[src/rtl/seq_comp.sv]
// seq_comp: sequential magnitude comparator. Walks the operands CHUNK bits per
// cycle from the most significant chunk down and stops at the first chunk that
// differs. In signed mode only the top chunk carries the sign, so only that
// chunk is compared as two's complement.
module seq_comp #(
  parameter int WIDTH = 16,
  parameter int CHUNK = 4
) (
  input  logic             clk,
  input  logic             rst_n,
  input  logic             start,
  input  logic [WIDTH-1:0] a,
  input  logic [WIDTH-1:0] b,
  input  logic             signed_mode,
  output logic             busy,
  output logic             done,
  output logic             eq,
  output logic             lt,
  output logic             gt
);

  localparam int N  = WIDTH / CHUNK;
  localparam int KW = (N > 1) ? $clog2(N) : 1;

  localparam logic [1:0] S_IDLE = 2'd0;
  localparam logic [1:0] S_CMP  = 2'd1;
  localparam logic [1:0] S_DONE = 2'd2;

  localparam logic [KW-1:0]    K_TOP    = KW'(N - 1);
  localparam logic [CHUNK-1:0] MSB_MASK = CHUNK'(1) << (CHUNK - 1);

  logic [1:0]       r_state;
  logic [WIDTH-1:0] r_a;
  logic [WIDTH-1:0] r_b;
  logic             r_sm;
  logic [KW-1:0]    r_k;
  logic             r_eq;
  logic             r_lt;
  logic             r_gt;

  logic [CHUNK-1:0] w_ca;
  logic [CHUNK-1:0] w_cb;
  logic [CHUNK-1:0] w_ca_x;
  logic [CHUNK-1:0] w_cb_x;
  logic             w_flip;
  logic             w_lt;
  logic             w_gt;

  // Current chunk select. Signed ordering of the top chunk is obtained by
  // inverting its sign bit and then comparing unsigned.
  always_comb begin
    w_ca   = CHUNK'(r_a >> (32'(r_k) * CHUNK));
    w_cb   = CHUNK'(r_b >> (32'(r_k) * CHUNK));
    w_flip = r_sm && (r_k == K_TOP);
    w_ca_x = w_ca ^ (w_flip ? MSB_MASK : '0);
    w_cb_x = w_cb ^ (w_flip ? MSB_MASK : '0);
    w_lt   = (w_ca_x < w_cb_x);
    w_gt   = (w_ca_x > w_cb_x);
  end

  // Control FSM plus operand/result registers; reset wins over start.
  always_ff @(posedge clk) begin
    if (!rst_n) begin
      r_state <= S_IDLE;
      r_a     <= '0;
      r_b     <= '0;
      r_sm    <= 1'b0;
      r_k     <= '0;
      r_eq    <= 1'b0;
      r_lt    <= 1'b0;
      r_gt    <= 1'b0;
    end else begin
      case (r_state)
        S_IDLE: begin
          if (start) begin
            r_a     <= a;
            r_b     <= b;
            r_sm    <= signed_mode;
            r_eq    <= 1'b0;
            r_lt    <= 1'b0;
            r_gt    <= 1'b0;
            r_k     <= K_TOP;
            r_state <= S_CMP;
          end
        end
        S_CMP: begin
          if (w_lt) begin
            r_lt    <= 1'b1;
            r_state <= S_DONE;
          end else if (w_gt) begin
            r_gt    <= 1'b1;
            r_state <= S_DONE;
          end else if (r_k == '0) begin
            r_eq    <= 1'b1;
            r_state <= S_DONE;
          end else begin
            r_k <= r_k - 1'b1;
          end
        end
        S_DONE:  r_state <= S_IDLE;
        default: r_state <= S_IDLE;
      endcase
    end
  end

  assign busy = (r_state == S_CMP) || (r_state == S_DONE);
  assign done = (r_state == S_DONE);
  assign eq   = r_eq;
  assign lt   = r_lt;
  assign gt   = r_gt;

endmodule
[config.mk]
export PLATFORM = sky130hd
export DESIGN_NAME = seq_comp
export DESIGN_NICKNAME = d
export VERILOG_FILES = /design/src/rtl/seq_comp.sv
export SDC_FILE = /design/constraint.sdc
export NUM_CORES = 1
export LEC_CHECK = 0
export CAP_MARGIN = 10
export CORE_ASPECT_RATIO = 0.6
export CORE_MARGIN = 2
export CORE_UTILIZATION = 45
export DETAILED_ROUTE_END_ITERATION = 8
export PLACE_DENSITY = 0.75
export SETUP_SLACK_MARGIN = 0.4
export SLEW_MARGIN = 10
export SYNTH_ARGS = -nofsm -noshare
export SYNTH_HDL_FRONTEND = slang
export SYNTH_SLANG_ARGS = --single-unit
export TNS_END_PERCENT = 10
[constraint.sdc]
create_clock -name clk -period 3.45 [get_ports clk]
set_input_delay 0.5175 -clock clk [delete_from_list [all_inputs] [get_ports clk]]
set_output_delay 0.5175 -clock clk [all_outputs]
set_load 0.01 [all_outputs]
# Yosys cells after proc, flatten, opt, wreduce, memory -nomap -nowiden
# Index checks and enable logic that the tools add are counted.
[word_totals] inputBits=36 regBits=40 elab_cells=58
[op_classes] n_reduce_logical=11 n_eq_ne=11 n_lt_le_gt_ge=2 n_addsub=1 n_bitwise=2 shift=2 n_mux=21
[op_table] op="16-bit by 4-bit >> shifter with 4-bit output" n=2
[op_table] op="2-bit two-way mux" n=8
[op_table] op="2-bit != test, second input constant" n=7
[op_table] op="5-bit AND reduction" n=2
[op_table] op="2-bit one-hot mux with 2 select lines" n=2
[op_table] op="4-bit bitwise XOR" n=2
[op_table] op="1-bit two-way mux" n=7
[op_table] op="1-bit one-hot mux with 2 select lines" n=3
[op_table] op="2-bit == test, second input constant" n=2
[op_table] op="4-bit > comparator" n=1
[op_table] op="2-bit zero test" n=2
[op_table] op="4-bit < comparator" n=1
[op_table] op="4-bit two-way mux" n=1
[op_table] op="4-bit != test, second input constant" n=1
[op_table] op="2-bit AND reduction" n=2
[op_table] op="4-bit AND reduction" n=1
[op_table] op="3-bit AND reduction" n=1
[op_table] op="2-bit by 1-bit == test with 1-bit output, second input constant" n=1
[op_table] op="2-bit nonzero test" n=1
[op_table] op="2-bit by 1-bit subtractor with 2-bit output, second input constant" n=1
[op_table] op="1-bit logical AND" n=1
[op_table] op="1-bit logical OR" n=1

# Longest topological paths before layout
[logic_depth] depth_word=8 depth_mapped=8 mapped_depth_nobuf=8

# Least setup slack after synthesis
# Ideal clock, no wire load.
[synth_path] kind="reg-to-reg" from="register r_k[1]" to="register r_k[1]" path_buffers=1 period_less_slack_ns=2.464 arrival_time_ns=2.349 setup_ns=0.116 path_slack_ns=0.986 stages_incl_launch_ff=9 cell_sequence="dfxtp_1 -> buf_2 -> mux4_2 -> xor2_1 -> ha_1 -> a21oi_2 -> a31oi_1 -> a211o_1 -> and3_1"
[synth_between] elab_chain_len=7 elab_cells_between_ends=19
[synth_lines] item="from (decl)" line_no="36" text="logic [KW-1:0] r_k;"
[synth_lines] item="from (signal assigned)" line_no="97" text="r_k <= r_k - 1'b1;"
[synth_lines] item="parallel branches: the longest is 7 deep, another holds 4-bit > comparator"
# Several ways; the timed one is not identified. The select of a mux whose other input is x is not followed.
# A chain may end at the register's enable or synchronous reset.

# Final worst setup path
[layout_path] from="register r_k[1]" to="register r_k[0]"
[layout_between] elab_chain_len=7 elab_cells_between_ends=14
[layout_lines] item="parallel branches: the longest is 6 deep, another holds 4-bit > comparator"
[layout_lines] item="5-bit AND reduction (no source line) *"
# Every way passes the cells marked *.

==> impl_metrics.ini <==
[outcome]
status = finished clean

[global_route]
antenna_found_initial = 0
track_usage = 0.181
grt_pass1_vias = 1548
grt_max_degree = 24
grt_pass1_wl_um = 7270
grt_overflow = 0

[sta]
fmax_ghz = 0.351
tns_ns = 0
finClkSkew_ns = 0.00599
rsz0062_at_grt = false
tightestPinTransition_ns = 0.560
max_slew_margin = 0.626
layout_min_cycle_time_ns = 2.85
setup_viol = 0
post-route-period-util = 0.826
timing.final.ws_setup_ns = 0.600
hold_slack_ns = 0.453
hold_violations = 0
slew_viol_final = 0

[cts]
cts.repair.resized = 0
numCtsBuffers = 5
cts_max_path_buffers = 2
cts_root_buffer = clkbuf_8
cts.sinks = 40
post_cts_buffers = 0
ctsHoldBuffers = 0
cts_tree = yes
clk_latency_ns = 0.29
htree_num_levels = 2
path_clk_slew_ns = 0.08

[worst_setup_path]
worstPathCellList = mux4_2 -> xor2_1 -> ha_1 -> nand4_2 -> a31oi_1 -> nor4b_2 -> nor4_2
cp.buffers_inverters = 0
crit_family = flip-flops
cp.required_ns = 3.63
slowest_delay_ns = 0.67
arrival_ns = 3.03
cp_slowest_cell = dfxtp_1
cp_max_fo = 11
crit_type = flip-flop to flip-flop
startpoint_type = flip-flop
critPathCaptureType = flip-flop

[logic_synthesis]
synthDominantCellAreaShare = 0.402
yosysMostFrequentCell = nand2_1
synthesis.area_um2 = 1990
dominantRegCellSynth = dfxtp_1
ys_seq_area_frac = 0.402
synth-edff-count = 0
yosysUniqueCellTypes = 34
synth_nets = 266
yosysWarnings = 0
synth_area_leaders = dfxtp_1, nand2_1, a21boi_1, mux4_2, ha_1
syn_avg_cell_area_um2 = 9.02
synth_common_cells = nand2_1, dfxtp_1, a21boi_1, ha_1
async_reset_ff_frac = 0
syn_inst = 221
synth_area_leader_cell = dfxtp_1
ys_seq_elements = 40

[placement]
gp_congestion = 0.892
dpl_cell_area_um2 = 2430
placed_cells = 310
io_buffers = 40
place_hpwl_um = 2960
place_ws_ns = 0.677

[die]
start_util = 0.476
num_rows = 18
coreArea_um2 = 4190
die_w_um = 89.9
die-area_um2 = 5000
ios = 41
die_y_um = 55.6

[detailed_routing]
first_pass_iters = 4
wl_per_cell_um = 13.3
ant_nets = 0
drt-total-wl_um = 4220
vias_per_cell = 5.13
drt_iter0_markers = 87
route.vias.total = 1631
drc = 0

[cells_and_area]
fin_nets = 302
fill_cells = 398
drive_above_1_share = 0.0891
fin_cells = 318
fin_area_um2 = 2520
area_growth_pct = 26.7
antenna_cells = 0
finish.utilization = 0.603

[power_and_ir_drop]
p_total_mw = 1.52
p_per_area_nw_per_um2 = 604
power.leakage_nw = 0.962
ir_worst_vdd_mv = 0.216

[hold_path]
hp-class = flip-flop to flip-flop

[flow_run]
cap_violations = 0
layer usage:
layer | vias to the layer above | track usage | part of all wire
li1 | 821 | - | -
met1 | 763 | 0.249 | 0.50
met2 | 42 | 0.271 | 0.43
met3 | 5 | 0.0573 | 0.056
met4 | 0 | 0.0615 | 0.0090
met5 | - | 0 | 0
final timing paths:
check / from / to / slack, ns / cells after the start
worst min-delay path: r_a[7]$_SDFFE_PN0P_ / r_a[7]$_SDFFE_PN0P_ / 0.45 / 2
worst max register to register: r_k[1]$_SDFFE_PN0P_ / r_k[0]$_SDFFE_PN0P_ / 0.60 / 7
worst min register to register: r_a[7]$_SDFFE_PN0P_ / r_a[7]$_SDFFE_PN0P_ / 0.45 / 2
worst max-delay path: r_k[1]$_SDFFE_PN0P_ / r_k[0]$_SDFFE_PN0P_ / 0.60 / 7
placed cells by master, fill, tap and decap left out, types with 2 or more instances in the layout:
cell,instances
nand2b_1,3
nand3_1,2
clkbuf_1,2
ha_1,9
a21o_1,3
buf_4,4
clkbuf_8,6
a21boi_0,3
inv_1,8
o211a_1,2
a31oi_1,2
dfxtp_1,40
a21boi_1,33
o21ai_0,3
nand4_1,2
mux4_2,8
nand2_1,70
clkdlybuf4s50_1,40
a21oi_1,2
registers in the layout, indices dropped and copies added, names as in the netlist:
register / flops
eq: 1
r_k: 2
lt: 1
r_sm: 1
gt: 1
r_state: 2
r_a: 16
r_b: 16
kinds of logic after synthesis:
| kind of cell | count (synthesis) | share of synthesized area |
|---|---|---|
| AND/OR/NAND/NOR | 86 | 0.190 |
| multiplexers | 9 | 0.0954 |
| buffers and inverters | 23 | 0.0471 |
| adder cells (fa/ha/maj) | 9 | 0.0565 |
| AO/OA/AOI/OAI | 52 | 0.200 |
| XOR/XNOR | 2 | 0.00879 |
| flip-flops | 40 | 0.402 |
cell type report:
cell class / instances / area [µm²] / share of cell area
Tap cell: 60 / 75.1 / 0.0297
Timing Repair Buffer: 44 / 430 / 0.170
Sequential cell: 40 / 801 / 0.317
Clock buffer: 8 / 90.1 / 0.0357
Multi-Input combinational cell: 158 / 1100 / 0.435
Inverter: 8 / 30.0 / 0.0119
power breakdown:
group / leakage, nW / switching [mW] / internal, mW / total [mW]
clock network: 0.0455 / 0.156 / 0.163 / 0.319
registers: 0.328 / 0.0542 / 0.530 / 0.584
logic: 0.588 / 0.332 / 0.289 / 0.621
total: 0.962 / 0.542 / 0.983 / 1.52
worst reg2reg max path, stage by stage, from the launching register on:
cell	delay, ns
dfxtp_1	0.67
mux4_2	0.58
xor2_1	0.16
ha_1	0.35
nand4_2	0.18
a31oi_1	0.37
nor4b_2	0.34
nor4_2	0.08
Note: power is estimated with default switching activity, not from simulation.
